--- config.mk ---
export PLATFORM = sky130hd
export DESIGN_NAME = pipe_hazard_ctrl_flat
export DESIGN_NICKNAME = d
export VERILOG_FILES = /design/src/rtl/pipe_hazard_ctrl_if.sv /design/src/rtl/pipe_hazard_ctrl.sv /design/src/flat_wrapper.sv
export SDC_FILE = /design/constraint.sdc
export NUM_CORES = 1
export LEC_CHECK = 0
export CAP_MARGIN = 40
export CORE_MARGIN = 2
export CORE_UTILIZATION = 48
export DETAILED_ROUTE_END_ITERATION = 10
export PLACE_DENSITY_LB_ADDON = 0.15
export SETUP_SLACK_MARGIN = 0.02
export SLEW_MARGIN = 10
export SYNTH_ARGS = -nofsm -noshare
export SYNTH_HDL_FRONTEND = slang
export SYNTH_SLANG_ARGS = --single-unit
export TNS_END_PERCENT = 100
--- constraint.sdc ---
create_clock -name clk -period 2.19 [get_ports clk]
set_clock_uncertainty 0.05 [all_clocks]
set_input_delay 0.438 -clock clk [delete_from_list [all_inputs] [get_ports clk]]
set_output_delay 0.438 -clock clk [all_outputs]
set_load 0.05 [all_outputs]
--- src/rtl/pipe_hazard_ctrl_if.sv ---
// Hazard-source inputs and pipeline-control outputs of the hazard controller.
// The pipeline side is the master; the controller is the slave.
interface pipe_hazard_ctrl_if #(
    parameter int REG_W = 2,
    parameter int CNT_W = 16
);
    logic [REG_W-1:0] id_ra;
    logic [REG_W-1:0] id_rb;
    logic             id_uses_ra;
    logic             id_uses_rb;
    logic             ex_mem_read;
    logic [REG_W-1:0] ex_rd;
    logic             ex_branch_taken;
    logic             mem_busy;
    logic             irq;
    logic             pc_write_en;
    logic             ifid_write_en;
    logic             ifid_flush;
    logic             idex_flush;
    logic             pc_sel_int;
    logic             irq_ack;
    logic [CNT_W-1:0] stall_cnt;

    modport master (
        output id_ra, id_rb, id_uses_ra, id_uses_rb, ex_mem_read, ex_rd,
               ex_branch_taken, mem_busy, irq,
        input  pc_write_en, ifid_write_en, ifid_flush, idex_flush,
               pc_sel_int, irq_ack, stall_cnt
    );

    modport slave (
        input  id_ra, id_rb, id_uses_ra, id_uses_rb, ex_mem_read, ex_rd,
               ex_branch_taken, mem_busy, irq,
        output pc_write_en, ifid_write_en, ifid_flush, idex_flush,
               pc_sel_int, irq_ack, stall_cnt
    );
endinterface

--- src/rtl/pipe_hazard_ctrl.sv ---
// Pipeline hazard controller: load-use, branch flush, memory freeze and
// interrupt entry (drain, then vector), plus a saturating stall counter.
module pipe_hazard_ctrl #(
    parameter int REG_W        = 2,
    parameter int DRAIN_CYCLES = 3,
    parameter int CNT_W        = 16
) (
    input  logic                clk,
    input  logic                rst,
    pipe_hazard_ctrl_if.slave   hz
);
    typedef enum logic [1:0] {RUN, MEM_WAIT, INT_DRAIN, INT_VECTOR} state_t;

    localparam logic [3:0] DRAIN_INIT = 4'(DRAIN_CYCLES);

    state_t           state_reg, state_next;
    logic [3:0]       drain_reg, drain_next;
    logic [CNT_W-1:0] stall_cnt_reg;

    logic pc_we, ifid_we, ifid_fl, idex_fl, sel_int, ack;

    // Load-use detection, one comparator per ID source operand.
    logic [REG_W-1:0] src_reg [2];
    logic [1:0]       src_use;
    logic [1:0]       src_hit;
    logic             lu;

    assign src_reg[0] = hz.id_ra;
    assign src_reg[1] = hz.id_rb;
    assign src_use    = {hz.id_uses_rb, hz.id_uses_ra};

    genvar gi;
    generate
        for (gi = 0; gi < 2; gi++) begin : g_src
            assign src_hit[gi] = src_use[gi] && (src_reg[gi] == hz.ex_rd);
        end
    endgenerate

    assign lu = hz.ex_mem_read && (|src_hit);

    always_comb begin
        pc_we      = 1'b1;
        ifid_we    = 1'b1;
        ifid_fl    = 1'b0;
        idex_fl    = 1'b0;
        sel_int    = 1'b0;
        ack        = 1'b0;
        state_next = state_reg;
        drain_next = drain_reg;

        if (!rst) begin
            if (hz.mem_busy) begin
                // Freeze overrides everything; drain counter and vector are held.
                pc_we   = 1'b0;
                ifid_we = 1'b0;
                if (state_reg == RUN)
                    state_next = MEM_WAIT;
            end else begin
                case (state_reg)
                    RUN, MEM_WAIT: begin
                        state_next = RUN;
                        if (hz.ex_branch_taken) begin
                            ifid_fl = 1'b1;
                            idex_fl = 1'b1;
                        end else if (lu) begin
                            pc_we   = 1'b0;
                            ifid_we = 1'b0;
                            idex_fl = 1'b1;
                        end else if (hz.irq) begin
                            pc_we      = 1'b0;
                            ifid_fl    = 1'b1;
                            state_next = INT_DRAIN;
                            drain_next = DRAIN_INIT;
                        end
                    end
                    INT_DRAIN: begin
                        // A taken branch still redirects the PC so the saved
                        // return address becomes the branch target.
                        pc_we      = hz.ex_branch_taken;
                        ifid_fl    = 1'b1;
                        idex_fl    = hz.ex_branch_taken;
                        drain_next = drain_reg - 4'd1;
                        if (drain_reg == 4'd1)
                            state_next = INT_VECTOR;
                    end
                    INT_VECTOR: begin
                        sel_int    = 1'b1;
                        ifid_fl    = 1'b1;
                        ack        = 1'b1;
                        state_next = RUN;
                    end
                    default: state_next = RUN;
                endcase
            end
        end
    end

    always_ff @(posedge clk) begin
        if (rst) begin
            state_reg     <= RUN;
            drain_reg     <= '0;
            stall_cnt_reg <= '0;
        end else begin
            state_reg <= state_next;
            drain_reg <= drain_next;
            if (!pc_we && (stall_cnt_reg != '1))
                stall_cnt_reg <= stall_cnt_reg + CNT_W'(1);
        end
    end

    assign hz.pc_write_en   = pc_we;
    assign hz.ifid_write_en = ifid_we;
    assign hz.ifid_flush    = ifid_fl;
    assign hz.idex_flush    = idex_fl;
    assign hz.pc_sel_int    = sel_int;
    assign hz.irq_ack       = ack;
    assign hz.stall_cnt     = stall_cnt_reg;
endmodule

--- src/flat_wrapper.sv ---
// flat-port wrapper written by rule: the top's interface ports become plain ports
module pipe_hazard_ctrl_flat 
#(
    parameter int REG_W        = 2,
    parameter int DRAIN_CYCLES = 3,
    parameter int CNT_W        = 16
)
  (clk, rst, hz_id_ra, hz_id_rb, hz_id_uses_ra, hz_id_uses_rb, hz_ex_mem_read, hz_ex_rd, hz_ex_branch_taken, hz_mem_busy, hz_irq, hz_pc_write_en, hz_ifid_write_en, hz_ifid_flush, hz_idex_flush, hz_pc_sel_int, hz_irq_ack, hz_stall_cnt);
  pipe_hazard_ctrl_if #(.REG_W(REG_W), .CNT_W(CNT_W)) hz_i ();
  input  logic clk;
  input  logic rst;
  input wire logic [$bits(hz_i.id_ra)-1:0] hz_id_ra;
  input wire logic [$bits(hz_i.id_rb)-1:0] hz_id_rb;
  input wire logic [$bits(hz_i.id_uses_ra)-1:0] hz_id_uses_ra;
  input wire logic [$bits(hz_i.id_uses_rb)-1:0] hz_id_uses_rb;
  input wire logic [$bits(hz_i.ex_mem_read)-1:0] hz_ex_mem_read;
  input wire logic [$bits(hz_i.ex_rd)-1:0] hz_ex_rd;
  input wire logic [$bits(hz_i.ex_branch_taken)-1:0] hz_ex_branch_taken;
  input wire logic [$bits(hz_i.mem_busy)-1:0] hz_mem_busy;
  input wire logic [$bits(hz_i.irq)-1:0] hz_irq;
  output wire logic [$bits(hz_i.pc_write_en)-1:0] hz_pc_write_en;
  output wire logic [$bits(hz_i.ifid_write_en)-1:0] hz_ifid_write_en;
  output wire logic [$bits(hz_i.ifid_flush)-1:0] hz_ifid_flush;
  output wire logic [$bits(hz_i.idex_flush)-1:0] hz_idex_flush;
  output wire logic [$bits(hz_i.pc_sel_int)-1:0] hz_pc_sel_int;
  output wire logic [$bits(hz_i.irq_ack)-1:0] hz_irq_ack;
  output wire logic [$bits(hz_i.stall_cnt)-1:0] hz_stall_cnt;
  assign hz_i.id_ra = hz_id_ra;
  assign hz_i.id_rb = hz_id_rb;
  assign hz_i.id_uses_ra = hz_id_uses_ra;
  assign hz_i.id_uses_rb = hz_id_uses_rb;
  assign hz_i.ex_mem_read = hz_ex_mem_read;
  assign hz_i.ex_rd = hz_ex_rd;
  assign hz_i.ex_branch_taken = hz_ex_branch_taken;
  assign hz_i.mem_busy = hz_mem_busy;
  assign hz_i.irq = hz_irq;
  assign hz_pc_write_en = hz_i.pc_write_en;
  assign hz_ifid_write_en = hz_i.ifid_write_en;
  assign hz_ifid_flush = hz_i.ifid_flush;
  assign hz_idex_flush = hz_i.idex_flush;
  assign hz_pc_sel_int = hz_i.pc_sel_int;
  assign hz_irq_ack = hz_i.irq_ack;
  assign hz_stall_cnt = hz_i.stall_cnt;
  pipe_hazard_ctrl #(.REG_W(REG_W), .DRAIN_CYCLES(DRAIN_CYCLES), .CNT_W(CNT_W)) u_core (.clk(clk), .rst(rst), .hz(hz_i));
endmodule
# Yosys cells after proc, flatten, opt, wreduce, memory -nomap -nowiden
# Cells that the tools add are included.
[op_classes] addsub=2 eq_ne=12 n_mux=36 bitwise=1 n_reduce_logical=12
[op_table] cell="1-bit two-way mux" n=22
[op_table] cell="16-bit by 1-bit adder with 16-bit output, second input constant" n=1
[op_table] cell="16-bit inequality test, second input constant" n=1
[op_table] cell="2-bit two-way mux" n=6
[op_table] cell="4-bit two-way mux" n=3
[op_table] cell="4-bit one-hot mux with 2 select lines" n=1
[op_table] cell="2-bit inequality test, second input constant" n=3
[op_table] cell="1-bit one-hot mux with 2 select lines" n=3
[op_table] cell="2-bit one-hot mux with 3 select lines" n=1
[op_table] cell="2-bit OR reduction" n=3
[op_table] cell="5-bit AND reduction" n=1
[op_table] cell="2-bit == test" n=2
[op_table] cell="2-bit == test, second input constant" n=2
[op_table] cell="4-bit by 1-bit == test with 1-bit output, second input constant" n=1
[op_table] cell="1-bit logical AND" n=4
[op_table] cell="4-bit by 1-bit subtractor with 4-bit output, second input constant" n=1
[op_table] cell="3-bit by 2-bit inequality test with 1-bit output, second input constant" n=1
[op_table] cell="2-bit by 1-bit == test with 1-bit output, second input constant" n=1
[op_table] cell="2-bit zero test" n=1
[op_table] cell="2-bit by 1-bit inequality test with 1-bit output, second input constant" n=1
[op_table] cell="2-bit AND reduction" n=1
[op_table] cell="2-bit nonzero test" n=1
[op_table] cell="1-bit zero test" n=1
[op_table] cell="1-bit inverter" n=1
[word_totals] register_bits=22 inputBits=14 output_inout_bits=22 wordCells=66

# Logic depth before layout (Yosys ltp)
[logic_depth] depth_word=11 mapped_depth=8 depth_no_buf=6

# Worst setup path after synthesis
# No wires, ideal clock.
[synth_path] path_type="input to output" startpoint="in rst" endpoint="out hz_pc_sel_int" arrival_ps=2355 required_ps=1702 slack_ps=-653 stages=4 path_cell_list="clkbuf_1 > clkbuf_1 > nor3_1 > buf_4"
[synth_between] elab_chain_len=1
[synth_lines] item="from (decl)" line_no="flat_wrapper.sv:11" source="input logic rst;"
[synth_lines] item="1-bit two-way mux"
[synth_lines] item="to (decl)" line_no="flat_wrapper.sv:25" source="output wire logic [$bits(hz_i.pc_sel_int)-1:0] hz_pc_sel_int;"
# Every way passes these cells.

# Worst setup path in the final report
[layout_path] startpoint="in hz_id_rb[1]" endpoint="reg u_core.stall_cnt_reg[9] (netlist: u_core.hz.stall_cnt[9])"
[layout_between] elab_chain_len=11
[layout_lines] item="from (decl)" line_no="flat_wrapper.sv:13" source="input wire logic [$bits(hz_i.id_rb)-1:0] hz_id_rb;"
[layout_lines] item="2-bit == test" line_no="pipe_hazard_ctrl.sv:35" source="assign src_hit[gi] = src_use[gi] && (src_reg[gi] == hz.ex_rd);"
[layout_lines] item="1-bit logical AND" line_no="pipe_hazard_ctrl.sv:35"
[layout_lines] item="2-bit OR reduction" line_no="pipe_hazard_ctrl.sv:39" source="assign lu = hz.ex_mem_read && (|src_hit);"
[layout_lines] item="1-bit logical AND" line_no="pipe_hazard_ctrl.sv:39"
[layout_lines] item="1-bit two-way mux" line_no="pipe_hazard_ctrl.sv:65" source="end else if (lu) begin"
[layout_lines] item="1-bit two-way mux" line_no="pipe_hazard_ctrl.sv:62" source="if (hz.ex_branch_taken) begin"
[layout_lines] item="1-bit one-hot mux with 2 select lines" line_no="pipe_hazard_ctrl.sv:59" source="case (state_reg)"
[layout_lines] item="1-bit two-way mux" line_no="pipe_hazard_ctrl.sv:52" source="if (hz.mem_busy) begin"
[layout_lines] item="1-bit two-way mux" line_no="pipe_hazard_ctrl.sv:51" source="if (!rst) begin"
[layout_lines] item="1-bit zero test" line_no="pipe_hazard_ctrl.sv:106" source="if (!pc_we && (stall_cnt_reg != '1))"
[layout_lines] item="1-bit logical AND" line_no="pipe_hazard_ctrl.sv:106"
[layout_lines] item="to (signal assigned)" line_no="pipe_hazard_ctrl.sv:107" source="stall_cnt_reg <= stall_cnt_reg + CNT_W'(1);"
[layout_lines] item="to (decl)" line_no="pipe_hazard_ctrl.sv:18" source="logic [CNT_W-1:0] stall_cnt_reg;"
# Every way passes these cells.
# A chain may end at the register's enable or synchronous reset.

==> results.json <==
{
  "outcome": "finished clean",
  "timing.critical_path.fanout_max": 5,
  "grt_pass1_vias": 1438,
  "async_reset_ff_share_pct": 0,
  "crit_path_end_kind": "flip-flop",
  "ff2ff_setup_slack_ps": 150,
  "largest_reg_flops": 16,
  "place_ws_ps": -273,
  "crit-reg2reg-launch": "u_core.hz.stall_cnt[2]$_SDFFE_PP0P_",
  "period_share_pct": 97.7,
  "dp.cells": 245,
  "htreeDepth": 1,
  "crit_required_ps": 2390,
  "dpl.hpwl_mm": 2.74,
  "clock-sinks": 22,
  "cap_viol_max_count": 0,
  "netlist_area_um2": 1350,
  "dieWidth_um": 57.1,
  "insertion_delay_ps": 300,
  "grt_max_degree": 25,
  "min_period_ps": 2140,
  "final_cell_mix": "dfxtp_1, buf_4, clkdlybuf4s50_1",
  "peakVddDrop_uv": 360,
  "start_util_pct": 49.9,
  "route.detailed.drc": 0,
  "grt.overflow.total": 0,
  "coreArea_um2": 2710,
  "die_y_um": 57.1,
  "crit_start": "hz_id_rb[1]",
  "mostFrequentLayoutCell": "dfxtp_1",
  "syn_inst": 171,
  "dieArea_um2": 3260,
  "hold-worst-slack_ps": 456,
  "final_nets": 239,
  "clock-root-buffer": "clkbuf_4",
  "yosys_warnings": 0,
  "drt_wl_total_mm": 3.88,
  "synth_seq_area_share_pct": 32.6,
  "numCtsBuffers": 3,
  "synth_flop_cell": "dfxtp_1",
  "routabilityCongestion": 0.973,
  "timing.critical_path.to": "u_core.hz.stall_cnt[9]$_SDFFE_PP0P_",
  "via_per_inst": 6.08,
  "area_growth_pct": 50.0,
  "dr.pass1.iters": 4,
  "powerDensity_nw_per_um2": 437,
  "synth_top_area_share_pct": 32.6,
  "path_clk_slew_ps": 130,
  "tritoncts": "done",
  "p_total_w": 0.000887,
  "ys_seq_elements": 22,
  "drive_gt1_share_pct": 29.0,
  "io_buffers": 35,
  "synth_fp_nets": 188,
  "top_level_ports": 36,
  "grtUsageTotal_pct": 24.1,
  "antennaDiodeCount": 0,
  "synth_top_cell_by_area": "dfxtp_1",
  "drtIter0Drc": 85,
  "synth_edf_count": 0,
  "dr_total_vias": 1532,
  "grt_pass1_wl_mm": 6.27,
  "hold_violations": 0,
  "final_cells": 252,
  "cts.path.max_buffers": 2,
  "dpl-instance-area_um2": 1890,
  "hold_class": "flip-flop to flip-flop",
  "finalSetupViolations": 0,
  "finalMaxSlewViolations": 0,
  "fmax_mhz": 467,
  "worstMarginPinSlew_ps": 603,
  "ant_nets": 0,
  "worst_slack_ps": 50.9,
  "worstPathArrival_ps": 2340,
  "reg2reg_depth": 5,
  "syn_area_per_cell_um2": 7.91,
  "row_count": 19,
  "r2r_end": "u_core.hz.stall_cnt[13]$_SDFFE_PP0P_",
  "synth_cell_type_count": 38,
  "synthTopCellsByArea": "dfxtp_1, a21oi_1, o31ai_1",
  "drt-wirelength-per-cell_um": 15.4,
  "antenna_found_initial": 0,
  "power_leakage_nw": 0.774,
  "max_slew_margin_pct": 59.8,
  "cp-start-kind": "input pin",
  "rsz0062_at_grt": "yes",
  "fin_area_um2": 2030,
  "critPathKind": "input pin to flip-flop"
}
-- area by class of cell --
class / count / area, µm²
fillers: 212 / 682
multi-input cells: 131 / 926
inverters: 8 / 30.0
repair buffers: 56 / 557
flip-flops and latches: 22 / 440
well taps: 31 / 38.8
clock buffers: 4 / 36.3
-- cell usage after synthesis (2+ instances only) --
library cell / count
dfxtp_1: 22
a21oi_1: 16
nor2_1: 13
nand2_1: 12
nand3_1: 10
o31ai_1: 9
or4_1: 9
inv_1: 8
nor3_1: 7
nand4_1: 6
nor2b_1: 5
o21ai_0: 5
clkbuf_1: 4
mux2_2: 4
nor4_1: 4
xnor2_1: 4
and4_1: 3
ha_1: 3
a211oi_1: 2
a21o_1: 2
a31oi_1: 2
and3_1: 2
buf_2: 2
buf_6: 2
or3_1: 2
-- repair_timing --
| action | 4_1_cts | 5_1_grt |
|---|---|---|
| resized for setup | 33 | 15 |
| pin swaps | 11 | 4 |
| setup buffers | 3 | 0 |
| hold buffers | 0 | 0 |
| setup endpoints to repair | 4 | 11 |
-- per-stage QoR --
| step | setup TNS, ps | util, % |
|---|---|---|
| detailed placement | -3660 | 69.9 |
| CTS | 0 | 72.0 |
| finish | 0 | 74.8 |
| global route | 0 | 74.8 |
| global placement | -2740 | 69.9 |
| floorplan | -182 | - |
-- worst max-delay path, stage by stage --
cell and delay [ps]:
clkdlybuf4s15_2 190, xnor2_2 140, nand4_2 120, buf_4 160, buf_4 120, buf_4 120
and3_2 230, buf_4 150, or4_1 530, a21oi_2 150
-- logic make-up (layout without fill, tap and decap cells) --
group           after synthesis  after routing  share of synthesized area [%]
buf+inv                      18             68                           6.57
mux                           4              4                           3.33
flops                        22             22                           32.6
xor+xnor                      4              4                           2.59
compound gates               43             43                           20.9
simple gates                 77             77                           31.3
fa+ha+maj                     3              3                           2.78
-- how the worst min path moves through the flow --
stage,startpoint,to,cells after the start
3_5_place_dp,u_core.hz.stall_cnt[13]$_SDFFE_PP0P_,u_core.hz.stall_cnt[13]$_SDFFE_PP0P_,2
3_3_place_gp,u_core.hz.stall_cnt[13]$_SDFFE_PP0P_,u_core.hz.stall_cnt[13]$_SDFFE_PP0P_,2
6_report,u_core.hz.stall_cnt[13]$_SDFFE_PP0P_,u_core.hz.stall_cnt[13]$_SDFFE_PP0P_,2
2_1_floorplan,u_core.drain_reg[0]$_SDFFE_PP0P_,u_core.drain_reg[0]$_SDFFE_PP0P_,2
4_1_cts,u_core.hz.stall_cnt[13]$_SDFFE_PP0P_,u_core.hz.stall_cnt[13]$_SDFFE_PP0P_,2
5_1_grt,u_core.hz.stall_cnt[13]$_SDFFE_PP0P_,u_core.hz.stall_cnt[13]$_SDFFE_PP0P_,2
-- per-layer routing --
layer	track usage (%)	vias up	wire length, µm
met5	0	-	0
met4	10.3	0	63
met3	4.76	7	207
met2	42.9	51	2010
met1	28.1	735	1600
li1	-	739	-
-- report_power, final --
group | switching (W) | leakage, nW | internal, W
Combinational | 0.000132 | 0.574 | 0.000106
Sequential | 0.0000110 | 0.178 | 0.000411
Clock | 0.000125 | 0.0210 | 0.000101
(Power assumes the default switching activity.)
